### config.mk
export PLATFORM = sky130hd
export DESIGN_NAME = irq_trap_ctrl_flat
export DESIGN_NICKNAME = d
export VERILOG_FILES = /design/src/rtl/irq_trap_ctrl_if.sv /design/src/rtl/irq_trap_ctrl.sv /design/src/flat_wrapper.sv
export SDC_FILE = /design/constraint.sdc
export NUM_CORES = 1
export LEC_CHECK = 0
export CORE_MARGIN = 4
export CORE_UTILIZATION = 36
export CTS_CLUSTER_SIZE = 24
export DETAILED_ROUTE_END_ITERATION = 10
export PLACE_DENSITY = 0.81
export SETUP_SLACK_MARGIN = 0.15
export SLEW_MARGIN = 20
export SYNTH_ARGS = -nofsm -noshare
export SYNTH_HDL_FRONTEND = slang
export SYNTH_SLANG_ARGS = --single-unit
### constraint.sdc
create_clock -name clk_i -period 2.8 [get_ports clk_i]
set_input_delay 0.42 -clock clk_i [delete_from_list [all_inputs] [get_ports clk_i]]
set_output_delay 0.42 -clock clk_i [all_outputs]
set_load 0.03 [all_outputs]
### src/rtl/irq_trap_ctrl_if.sv
// Pipeline/CSR side bundle of the machine-mode trap sequencer.
// The master side (pipeline + CSR file) drives the *_i members and
// consumes the *_o members; the sequencer itself sits on the slave side.
interface irq_trap_ctrl_if #(
   parameter int DATA_WIDTH = 32
);

   logic                  inst_valid_i;
   logic [DATA_WIDTH-1:0] pc_i;
   logic                  ecall_i;
   logic                  ebreak_i;
   logic                  mret_i;
   logic                  mstatus_ie_i;
   logic                  mie_external_i;
   logic                  mie_timer_i;
   logic                  mie_software_i;
   logic                  mip_external_i;
   logic                  mip_timer_i;
   logic                  mip_software_i;
   logic [DATA_WIDTH-1:0] mtvec_i;
   logic [DATA_WIDTH-1:0] mepc_i;

   logic                  epc_we_o;
   logic [DATA_WIDTH-1:0] epc_o;
   logic                  cause_we_o;
   logic [3:0]            cause_o;
   logic                  interrupt_type_o;
   logic                  mstatus_ie_clear_o;
   logic                  mstatus_ie_set_o;
   logic                  hold_o;
   logic                  flush_o;
   logic                  redirect_o;
   logic [DATA_WIDTH-1:0] redirect_pc_o;

   modport master (
      output inst_valid_i, pc_i, ecall_i, ebreak_i, mret_i,
      output mstatus_ie_i, mie_external_i, mie_timer_i, mie_software_i,
      output mip_external_i, mip_timer_i, mip_software_i, mtvec_i, mepc_i,
      input  epc_we_o, epc_o, cause_we_o, cause_o, interrupt_type_o,
      input  mstatus_ie_clear_o, mstatus_ie_set_o, hold_o, flush_o,
      input  redirect_o, redirect_pc_o
   );

   modport slave (
      input  inst_valid_i, pc_i, ecall_i, ebreak_i, mret_i,
      input  mstatus_ie_i, mie_external_i, mie_timer_i, mie_software_i,
      input  mip_external_i, mip_timer_i, mip_software_i, mtvec_i, mepc_i,
      output epc_we_o, epc_o, cause_we_o, cause_o, interrupt_type_o,
      output mstatus_ie_clear_o, mstatus_ie_set_o, hold_o, flush_o,
      output redirect_o, redirect_pc_o
   );

endinterface

### src/rtl/irq_trap_ctrl.sv
// Machine-mode trap sequencer. Watches the instruction at the commit point
// for ecall/ebreak/mret and for enabled pending interrupts, then walks the
// CSR file through mepc/mcause/mstatus updates and redirects fetch either to
// the mtvec handler or back to mepc.
module irq_trap_ctrl #(
   parameter int DATA_WIDTH  = 32,
   parameter bit VECTORED_EN = 1'b1
) (
   input logic           clk_i,
   input logic           rst_i,
   irq_trap_ctrl_if.slave bus
);

   typedef enum logic [1:0] {
      IDLE = 2'd0,
      SAVE = 2'd1,
      JUMP = 2'd2,
      MRET = 2'd3
   } state_t;

   localparam logic [3:0] CAUSE_ECALL    = 4'd11;
   localparam logic [3:0] CAUSE_EBREAK   = 4'd3;
   localparam logic [3:0] CAUSE_EXTERNAL = 4'd11;
   localparam logic [3:0] CAUSE_SOFTWARE = 4'd3;
   localparam logic [3:0] CAUSE_TIMER    = 4'd7;

   state_t                state_q, state_d;
   logic [DATA_WIDTH-1:0] pcCap_q, pcCap_d;
   logic [3:0]            causeCap_q, causeCap_d;
   logic                  typeCap_q, typeCap_d;

   logic                  irqExternal;
   logic                  irqSoftware;
   logic                  irqTimer;
   logic                  irqPend;
   logic                  evtTrap;
   logic                  evtMret;
   logic [3:0]            evtCause;
   logic                  evtType;
   logic                  take;

   logic [DATA_WIDTH-1:0] trapBase;
   logic [DATA_WIDTH-1:0] vectorOffset;
   logic                  useVectored;

   // Decode which event, if any, the commit-point instruction raises this
   // cycle; synchronous exceptions win over mret, which wins over interrupts.
   always_comb begin
      irqExternal = bus.mie_external_i & bus.mip_external_i;
      irqSoftware = bus.mie_software_i & bus.mip_software_i;
      irqTimer    = bus.mie_timer_i & bus.mip_timer_i;
      irqPend     = bus.mstatus_ie_i & (irqExternal | irqSoftware | irqTimer);

      evtTrap  = 1'b0;
      evtMret  = 1'b0;
      evtCause = 4'd0;
      evtType  = 1'b0;

      if (bus.inst_valid_i) begin
         if (bus.ecall_i) begin
            evtTrap  = 1'b1;
            evtCause = CAUSE_ECALL;
         end else if (bus.ebreak_i) begin
            evtTrap  = 1'b1;
            evtCause = CAUSE_EBREAK;
         end else if (bus.mret_i) begin
            evtMret = 1'b1;
         end else if (irqPend) begin
            evtTrap = 1'b1;
            evtType = 1'b1;
            if (irqExternal) begin
               evtCause = CAUSE_EXTERNAL;
            end else if (irqSoftware) begin
               evtCause = CAUSE_SOFTWARE;
            end else begin
               evtCause = CAUSE_TIMER;
            end
         end
      end

      take = (state_q == IDLE) & (evtTrap | evtMret);
   end

   // Handler address: mtvec base, plus 4*cause for interrupts when the
   // vectored mode is both compiled in and selected by mtvec[1:0].
   always_comb begin
      trapBase     = {bus.mtvec_i[DATA_WIDTH-1:2], 2'b00};
      vectorOffset = {{(DATA_WIDTH-6){1'b0}}, causeCap_q, 2'b00};
      useVectored  = VECTORED_EN & (bus.mtvec_i[1:0] == 2'b01) & typeCap_q;
   end

   // State and captured trap context; reset abandons any sequence in flight.
   always_ff @(posedge clk_i) begin
      if (rst_i) begin
         state_q    <= IDLE;
         pcCap_q    <= '0;
         causeCap_q <= 4'd0;
         typeCap_q  <= 1'b0;
      end else begin
         state_q    <= state_d;
         pcCap_q    <= pcCap_d;
         causeCap_q <= causeCap_d;
         typeCap_q  <= typeCap_d;
      end
   end

   // Next state and per-cycle strobes; the context is frozen once captured
   // so input changes during SAVE/JUMP cannot disturb the trap in progress.
   always_comb begin
      state_d    = state_q;
      pcCap_d    = pcCap_q;
      causeCap_d = causeCap_q;
      typeCap_d  = typeCap_q;

      bus.epc_we_o           = 1'b0;
      bus.epc_o              = '0;
      bus.cause_we_o         = 1'b0;
      bus.cause_o            = 4'd0;
      bus.interrupt_type_o   = 1'b0;
      bus.mstatus_ie_clear_o = 1'b0;
      bus.mstatus_ie_set_o   = 1'b0;
      bus.hold_o             = take | (state_q != IDLE);
      bus.flush_o            = 1'b0;
      bus.redirect_o         = 1'b0;
      bus.redirect_pc_o      = '0;

      case (state_q)
         IDLE: begin
            if (take && evtTrap) begin
               pcCap_d    = bus.pc_i;
               causeCap_d = evtCause;
               typeCap_d  = evtType;
               state_d    = SAVE;
            end else if (take && evtMret) begin
               state_d = MRET;
            end
         end
         SAVE: begin
            bus.epc_we_o           = 1'b1;
            bus.epc_o              = {pcCap_q[DATA_WIDTH-1:2], 2'b00};
            bus.cause_we_o         = 1'b1;
            bus.cause_o            = causeCap_q;
            bus.interrupt_type_o   = typeCap_q;
            bus.mstatus_ie_clear_o = 1'b1;
            state_d                = JUMP;
         end
         JUMP: begin
            bus.redirect_o    = 1'b1;
            bus.flush_o       = 1'b1;
            bus.redirect_pc_o = useVectored ? (trapBase + vectorOffset) : trapBase;
            state_d           = IDLE;
         end
         MRET: begin
            bus.mstatus_ie_set_o = 1'b1;
            bus.redirect_o       = 1'b1;
            bus.flush_o          = 1'b1;
            bus.redirect_pc_o    = bus.mepc_i;
            state_d              = IDLE;
         end
         default: begin
            state_d = IDLE;
         end
      endcase
   end

endmodule

### src/flat_wrapper.sv
// flat-port wrapper written by rule: the top's interface ports become plain ports
module irq_trap_ctrl_flat 
#(
   parameter int DATA_WIDTH  = 32,
   parameter bit VECTORED_EN = 1'b1
)
  (clk_i, rst_i, bus_inst_valid_i, bus_pc_i, bus_ecall_i, bus_ebreak_i, bus_mret_i, bus_mstatus_ie_i, bus_mie_external_i, bus_mie_timer_i, bus_mie_software_i, bus_mip_external_i, bus_mip_timer_i, bus_mip_software_i, bus_mtvec_i, bus_mepc_i, bus_epc_we_o, bus_epc_o, bus_cause_we_o, bus_cause_o, bus_interrupt_type_o, bus_mstatus_ie_clear_o, bus_mstatus_ie_set_o, bus_hold_o, bus_flush_o, bus_redirect_o, bus_redirect_pc_o);
  irq_trap_ctrl_if #(.DATA_WIDTH(DATA_WIDTH)) bus_i ();
  input logic clk_i;
  input logic rst_i;
  input wire logic [$bits(bus_i.inst_valid_i)-1:0] bus_inst_valid_i;
  input wire logic [$bits(bus_i.pc_i)-1:0] bus_pc_i;
  input wire logic [$bits(bus_i.ecall_i)-1:0] bus_ecall_i;
  input wire logic [$bits(bus_i.ebreak_i)-1:0] bus_ebreak_i;
  input wire logic [$bits(bus_i.mret_i)-1:0] bus_mret_i;
  input wire logic [$bits(bus_i.mstatus_ie_i)-1:0] bus_mstatus_ie_i;
  input wire logic [$bits(bus_i.mie_external_i)-1:0] bus_mie_external_i;
  input wire logic [$bits(bus_i.mie_timer_i)-1:0] bus_mie_timer_i;
  input wire logic [$bits(bus_i.mie_software_i)-1:0] bus_mie_software_i;
  input wire logic [$bits(bus_i.mip_external_i)-1:0] bus_mip_external_i;
  input wire logic [$bits(bus_i.mip_timer_i)-1:0] bus_mip_timer_i;
  input wire logic [$bits(bus_i.mip_software_i)-1:0] bus_mip_software_i;
  input wire logic [$bits(bus_i.mtvec_i)-1:0] bus_mtvec_i;
  input wire logic [$bits(bus_i.mepc_i)-1:0] bus_mepc_i;
  output wire logic [$bits(bus_i.epc_we_o)-1:0] bus_epc_we_o;
  output wire logic [$bits(bus_i.epc_o)-1:0] bus_epc_o;
  output wire logic [$bits(bus_i.cause_we_o)-1:0] bus_cause_we_o;
  output wire logic [$bits(bus_i.cause_o)-1:0] bus_cause_o;
  output wire logic [$bits(bus_i.interrupt_type_o)-1:0] bus_interrupt_type_o;
  output wire logic [$bits(bus_i.mstatus_ie_clear_o)-1:0] bus_mstatus_ie_clear_o;
  output wire logic [$bits(bus_i.mstatus_ie_set_o)-1:0] bus_mstatus_ie_set_o;
  output wire logic [$bits(bus_i.hold_o)-1:0] bus_hold_o;
  output wire logic [$bits(bus_i.flush_o)-1:0] bus_flush_o;
  output wire logic [$bits(bus_i.redirect_o)-1:0] bus_redirect_o;
  output wire logic [$bits(bus_i.redirect_pc_o)-1:0] bus_redirect_pc_o;
  assign bus_i.inst_valid_i = bus_inst_valid_i;
  assign bus_i.pc_i = bus_pc_i;
  assign bus_i.ecall_i = bus_ecall_i;
  assign bus_i.ebreak_i = bus_ebreak_i;
  assign bus_i.mret_i = bus_mret_i;
  assign bus_i.mstatus_ie_i = bus_mstatus_ie_i;
  assign bus_i.mie_external_i = bus_mie_external_i;
  assign bus_i.mie_timer_i = bus_mie_timer_i;
  assign bus_i.mie_software_i = bus_mie_software_i;
  assign bus_i.mip_external_i = bus_mip_external_i;
  assign bus_i.mip_timer_i = bus_mip_timer_i;
  assign bus_i.mip_software_i = bus_mip_software_i;
  assign bus_i.mtvec_i = bus_mtvec_i;
  assign bus_i.mepc_i = bus_mepc_i;
  assign bus_epc_we_o = bus_i.epc_we_o;
  assign bus_epc_o = bus_i.epc_o;
  assign bus_cause_we_o = bus_i.cause_we_o;
  assign bus_cause_o = bus_i.cause_o;
  assign bus_interrupt_type_o = bus_i.interrupt_type_o;
  assign bus_mstatus_ie_clear_o = bus_i.mstatus_ie_clear_o;
  assign bus_mstatus_ie_set_o = bus_i.mstatus_ie_set_o;
  assign bus_hold_o = bus_i.hold_o;
  assign bus_flush_o = bus_i.flush_o;
  assign bus_redirect_o = bus_i.redirect_o;
  assign bus_redirect_pc_o = bus_i.redirect_pc_o;
  irq_trap_ctrl #(.DATA_WIDTH(DATA_WIDTH), .VECTORED_EN(VECTORED_EN)) u_core (.clk_i(clk_i), .rst_i(rst_i), .bus(bus_i));
endmodule
==> flow_summary.html, run 1 <==
<table>
<tr><th>Metric</th><th>Value</th></tr>
<tr><th colspan="2">Drt</th></tr>
<tr><td>Detailed Route Iter0 Violations</td><td>116</td></tr>
<tr><td>Sum of routed wire segments on met1</td><td>4046 um</td></tr>
<tr><td>Total length of routed met3 wires</td><td>1296 um</td></tr>
<tr><td>Count of vias placed by the detailed router</td><td>3586</td></tr>
<tr><td>Length of the first detailed-routing pass in iterations</td><td>4</td></tr>
<tr><td>Highest metal used</td><td>met4</td></tr>
<tr><td>Detailed-route DRC error count</td><td>0</td></tr>
<tr><td>Vias per Instance</td><td>5.072</td></tr>
<tr><td>Post-route ant nets</td><td>0</td></tr>
<tr><td>Final Routed Wirelength</td><td>11110 um</td></tr>
<tr><td>Routed length per instance</td><td>15.71 um</td></tr>
<tr><td>Met2 wire length</td><td>5501 um</td></tr>
<tr><th colspan="2">CTS</th></tr>
<tr><td>Clk buf depth</td><td>2</td></tr>
<tr><td>TritonCTS clock tree</td><td>done</td></tr>
<tr><td>Root buffer cell</td><td>clkbuf_8</td></tr>
<tr><td>Clock Sinks</td><td>36</td></tr>
<tr><td>H-tree depth</td><td>2</td></tr>
<tr><td>Clock-pin slew on the worst setup and hold paths</td><td>0.07 ns</td></tr>
<tr><td>CTS buffer count</td><td>5</td></tr>
<tr><td>Latest clock arrival within the worst-skew pair</td><td>0.29 ns</td></tr>
<tr><th colspan="2">Cells and area</th></tr>
<tr><td>Util after Layout</td><td>71.79%</td></tr>
<tr><td>Cell area after layout</td><td>5263 sq um</td></tr>
<tr><td>Signed area change from the synthesized netlist to the final layout</td><td>91.27%</td></tr>
<tr><td>Fraction of layout instances using a drive strength above 1</td><td>27.02%</td></tr>
<tr><td>Total Nets Final</td><td>720</td></tr>
<tr><td>Filler Cells Inserted</td><td>572</td></tr>
<tr><th colspan="2">Pwr</th></tr>
<tr><td>Leakage</td><td>2.309 nW</td></tr>
<tr><td>Power Total</td><td>1.794 mW</td></tr>
<tr><td>VDD IR max</td><td>0.3677 mV</td></tr>
<tr><td>Power per cell area</td><td>340.9 nW/um^2</td></tr>
<tr><th colspan="2">Timing</th></tr>
<tr><td>Highest clock frequency the design can meet</td><td>350.5 MHz</td></tr>
<tr><td>Share of the clock period used by the worst path after layout</td><td>101.9%</td></tr>
<tr><td>Count of endpoints failing hold in the final timing report</td><td>0</td></tr>
<tr><td>Number of setup violations in the final report</td><td>4</td></tr>
<tr><td>RSZ-0062 raised after global routing</td><td>yes</td></tr>
<tr><td>Worst hold slack after final layout</td><td>0.4507 ns</td></tr>
<tr><td>Shortest clock period the worst path allows after layout</td><td>2.853 ns</td></tr>
<tr><td>Final Max Slew Viols</td><td>0</td></tr>
<tr><td>Worst Setup Slack, final</td><td>-0.05279 ns</td></tr>
<tr><td>Worst Clk Skew</td><td>0.006141 ns</td></tr>
<tr><th colspan="2">Synthesis</th></tr>
<tr><td>Top post-synthesis cells by area</td><td>dfxtp_1 (26%), nand2_1 (12%), a21oi_1 (9.8%), and2_1 (8.6%), xor2_1 (6.4%)</td></tr>
<tr><td>Synthesized instance count</td><td>396</td></tr>
<tr><td>Top_reg_cell synth</td><td>dfxtp_1</td></tr>
<tr><td>Area share of the largest cell type after synthesis</td><td>26.19%</td></tr>
<tr><td>Cell with the most instances after synthesis</td><td>nand2_1</td></tr>
<tr><td>Biggest area consumer among synthesized cells</td><td>dfxtp_1</td></tr>
<tr><td>Count of unique library cells instantiated by Yosys</td><td>43</td></tr>
<tr><td>Number of synthesized register bits</td><td>36</td></tr>
<tr><td>Top cells by instance count after synthesis</td><td>nand2_1 (85), a21oi_1 (54), and2_1 (38), dfxtp_1 (36), o21ai_0 (29)</td></tr>
<tr><td>Number of enable-type register cells in the synthesized netlist</td><td>0</td></tr>
<tr><td>Fraction of synthesis flops using an asynchronous set or reset pin</td><td>0%</td></tr>
<tr><td>Post-Syn Area</td><td>2751 sq um</td></tr>
<tr><td>Syn. warnings</td><td>0</td></tr>
<tr><td>Sequential element share of the synthesized area</td><td>26.19%</td></tr>
<tr><td>Synthesized area divided by synthesized cell count</td><td>6.948 sq um</td></tr>
<tr><th colspan="2">Worst setup path</th></tr>
<tr><td>Critical-path maximum fanout</td><td>5</td></tr>
<tr><td>Kind of capture point of the worst setup path</td><td>primary output</td></tr>
<tr><td>Worst Path Required</td><td>2.38 ns</td></tr>
<tr><td>Worst setup SP type</td><td>flip-flop</td></tr>
<tr><td>Worst Path Class, Setup</td><td>reg2out</td></tr>
<tr><td>Worst EP arrival</td><td>2.43 ns</td></tr>
<tr><th colspan="2">Place</th></tr>
<tr><td>Buffers added on ports</td><td>180</td></tr>
<tr><td>Gp weighted congestion</td><td>0.8236</td></tr>
<tr><td>Placed wire-length estimate after detailed placement</td><td>7886 um</td></tr>
<tr><td>Worst slack at placement</td><td>-0.3104 ns</td></tr>
<tr><td>Area post-placement</td><td>4727 sq um</td></tr>
<tr><th colspan="2">Floorplan</th></tr>
<tr><td>DIE HEIGHT</td><td>95.42 um</td></tr>
<tr><td>Number of placement rows</td><td>31</td></tr>
<tr><td>Area of the die</td><td>9105 sq um</td></tr>
<tr><td>Effective utilization at floorplan</td><td>37.53%</td></tr>
<tr><td>Area of the placeable core</td><td>7331 sq um</td></tr>
<tr><td>Number of top-level design ports</td><td>185</td></tr>
<tr><td>Chip width</td><td>95.42 um</td></tr>
<tr><th colspan="2">Global route</th></tr>
<tr><td>Maximum number of pins on one net before global-route repair</td><td>38</td></tr>
<tr><td>Vias in the first global route</td><td>3436</td></tr>
<tr><td>Number of antenna violations at the first check in global routing</td><td>0</td></tr>
<tr><td>Overflow after GRT</td><td>0</td></tr>
<tr><td>Overall Global Routing Usage</td><td>22.07%</td></tr>
<tr><td>Global-route wire length before repair</td><td>15950 um</td></tr>
<tr><th colspan="2">Hold path</th></tr>
<tr><td>Hold WC Path Type</td><td>reg2reg</td></tr>
<tr><th colspan="2">Run</th></tr>
<tr><td>Max Cap Violations</td><td>0</td></tr>
<tr><th colspan="2">Outcome</th></tr>
<tr><td>Status</td><td>finished with violations</td></tr>
<tr><td>Failing checks</td><td>setup timing</td></tr>
</table>
-- timing repair --
item                                    in CTS  in global routing
gates cloned                                 1                  2
hold buffers                                 0                  0
gates resized for setup                     33                 38
buffers inserted                            12                  9
endpoints found under the setup margin      30                 26
pin swaps                                   26                 17
-- cell usage in the layout (no fill, tap or decap), types with 3 or more instances in the layout --
master,instances
a21oi_2,7
dlymetal6s2s_1,13
clkdlybuf4s50_1,89
nand3_2,4
buf_4,100
a21oi_1,47
nor2_1,12
nand4_1,16
a31oi_1,3
nand3_1,6
ha_4,4
dlygate4sd2_1,6
buf_6,9
bufinv_16,3
dfxtp_1,34
and2_1,38
nor3_1,7
xor2_1,20
xnor2_1,6
clkbuf_8,5
o21ai_1,4
buf_12,12
inv_1,8
o21ai_0,24
nand2_1,85
and3_1,5
-- routing by layer --
metal / vias to the layer above / track usage (%)
met5: - / 0
met4: 0 / 5.569
met3: 21 / 5.998
met2: 199 / 42.04
met1: 1602 / 23.86
li1: 1764 / -
-- report_power, final --
group	internal, mW	switching, mW
Sequential	0.544	0.0185
Clock	0.446	0.193
Combinational	0.304	0.289
Total	1.29	0.501
-- critical path, cell delays in order (launching register included) --
cell and delay, ns:
dfxtp_4 0.36, ha_4 0.17, fa_2 0.42, a211oi_4 0.24, nor2_2 0.09, buf_4 0.16
buf_16 0.13, and3_4 0.14, xnor2_1 0.12, a21oi_1 0.15, buf_4 0.19
-- flip-flops by register name, summed over array words and instances (netlist names) --
register / count
u_core.state_q: 2
u_core.causeCap_q: 3
u_core.pcCap_q: 30
u_core.typeCap_q: 1
-- final timing paths --
kind                        startpoint                   end  slack (ns)  depth (start not counted)
setup reg to reg     u_core.state_q[1]     u_core.pcCap_q[8]        1.03                          6
hold reg to reg      u_core.pcCap_q[2]     u_core.pcCap_q[2]        0.45                          2
hold / removal       u_core.pcCap_q[2]     u_core.pcCap_q[2]        0.45                          2
setup / recovery  u_core.causeCap_q[1]  bus_redirect_pc_o[8]       -0.05                         10
-- final cells by class --
| class | instances | area [sq um] | share of cell area, % |
|---|---|---|---|
| well taps | 99 | 123.9 | 2.354 |
| diodes | 1 | 2.502 | 0.04755 |
| multi-input cells | 320 | 1959 | 37.23 |
| clock inverters | 3 | 90.09 | 1.712 |
| repair buffers | 235 | 2262 | 42.99 |
| clock buffers | 5 | 68.82 | 1.308 |
| flip-flops and latches | 36 | 725.7 | 13.79 |
| inverters | 8 | 30.03 | 0.5706 |
-- cell families after synthesis --
family | after synthesis | share of synthesized area [%]
AOI/OAI and AO/OA | 99 | 20.19
xor gates and xnor gates | 26 | 8.277
adders and majority gates | 5 | 2.547
buffers and inverters | 41 | 7.412
DFF | 36 | 26.19
muxes | 2 | 0.7276
other | 1 | 0.1363
and+or+nand+nor | 186 | 34.52
-- stage by stage --
step                      instances  TNS [ns]
after detailed placement        674    -3.199
after CTS                       695         0
final                           707  -0.08991
after global placement          674    -2.455
after global routing            706   -0.9645
after floorplan                 397         0
(Power assumes the default switching activity.)
==> inputs of run 2 (changes only) <==
Settings changed: SLEW_MARGIN 20 to unset.
==> results of run 2 <==
Final layout, timing and power as in run 1 (identical DEF).
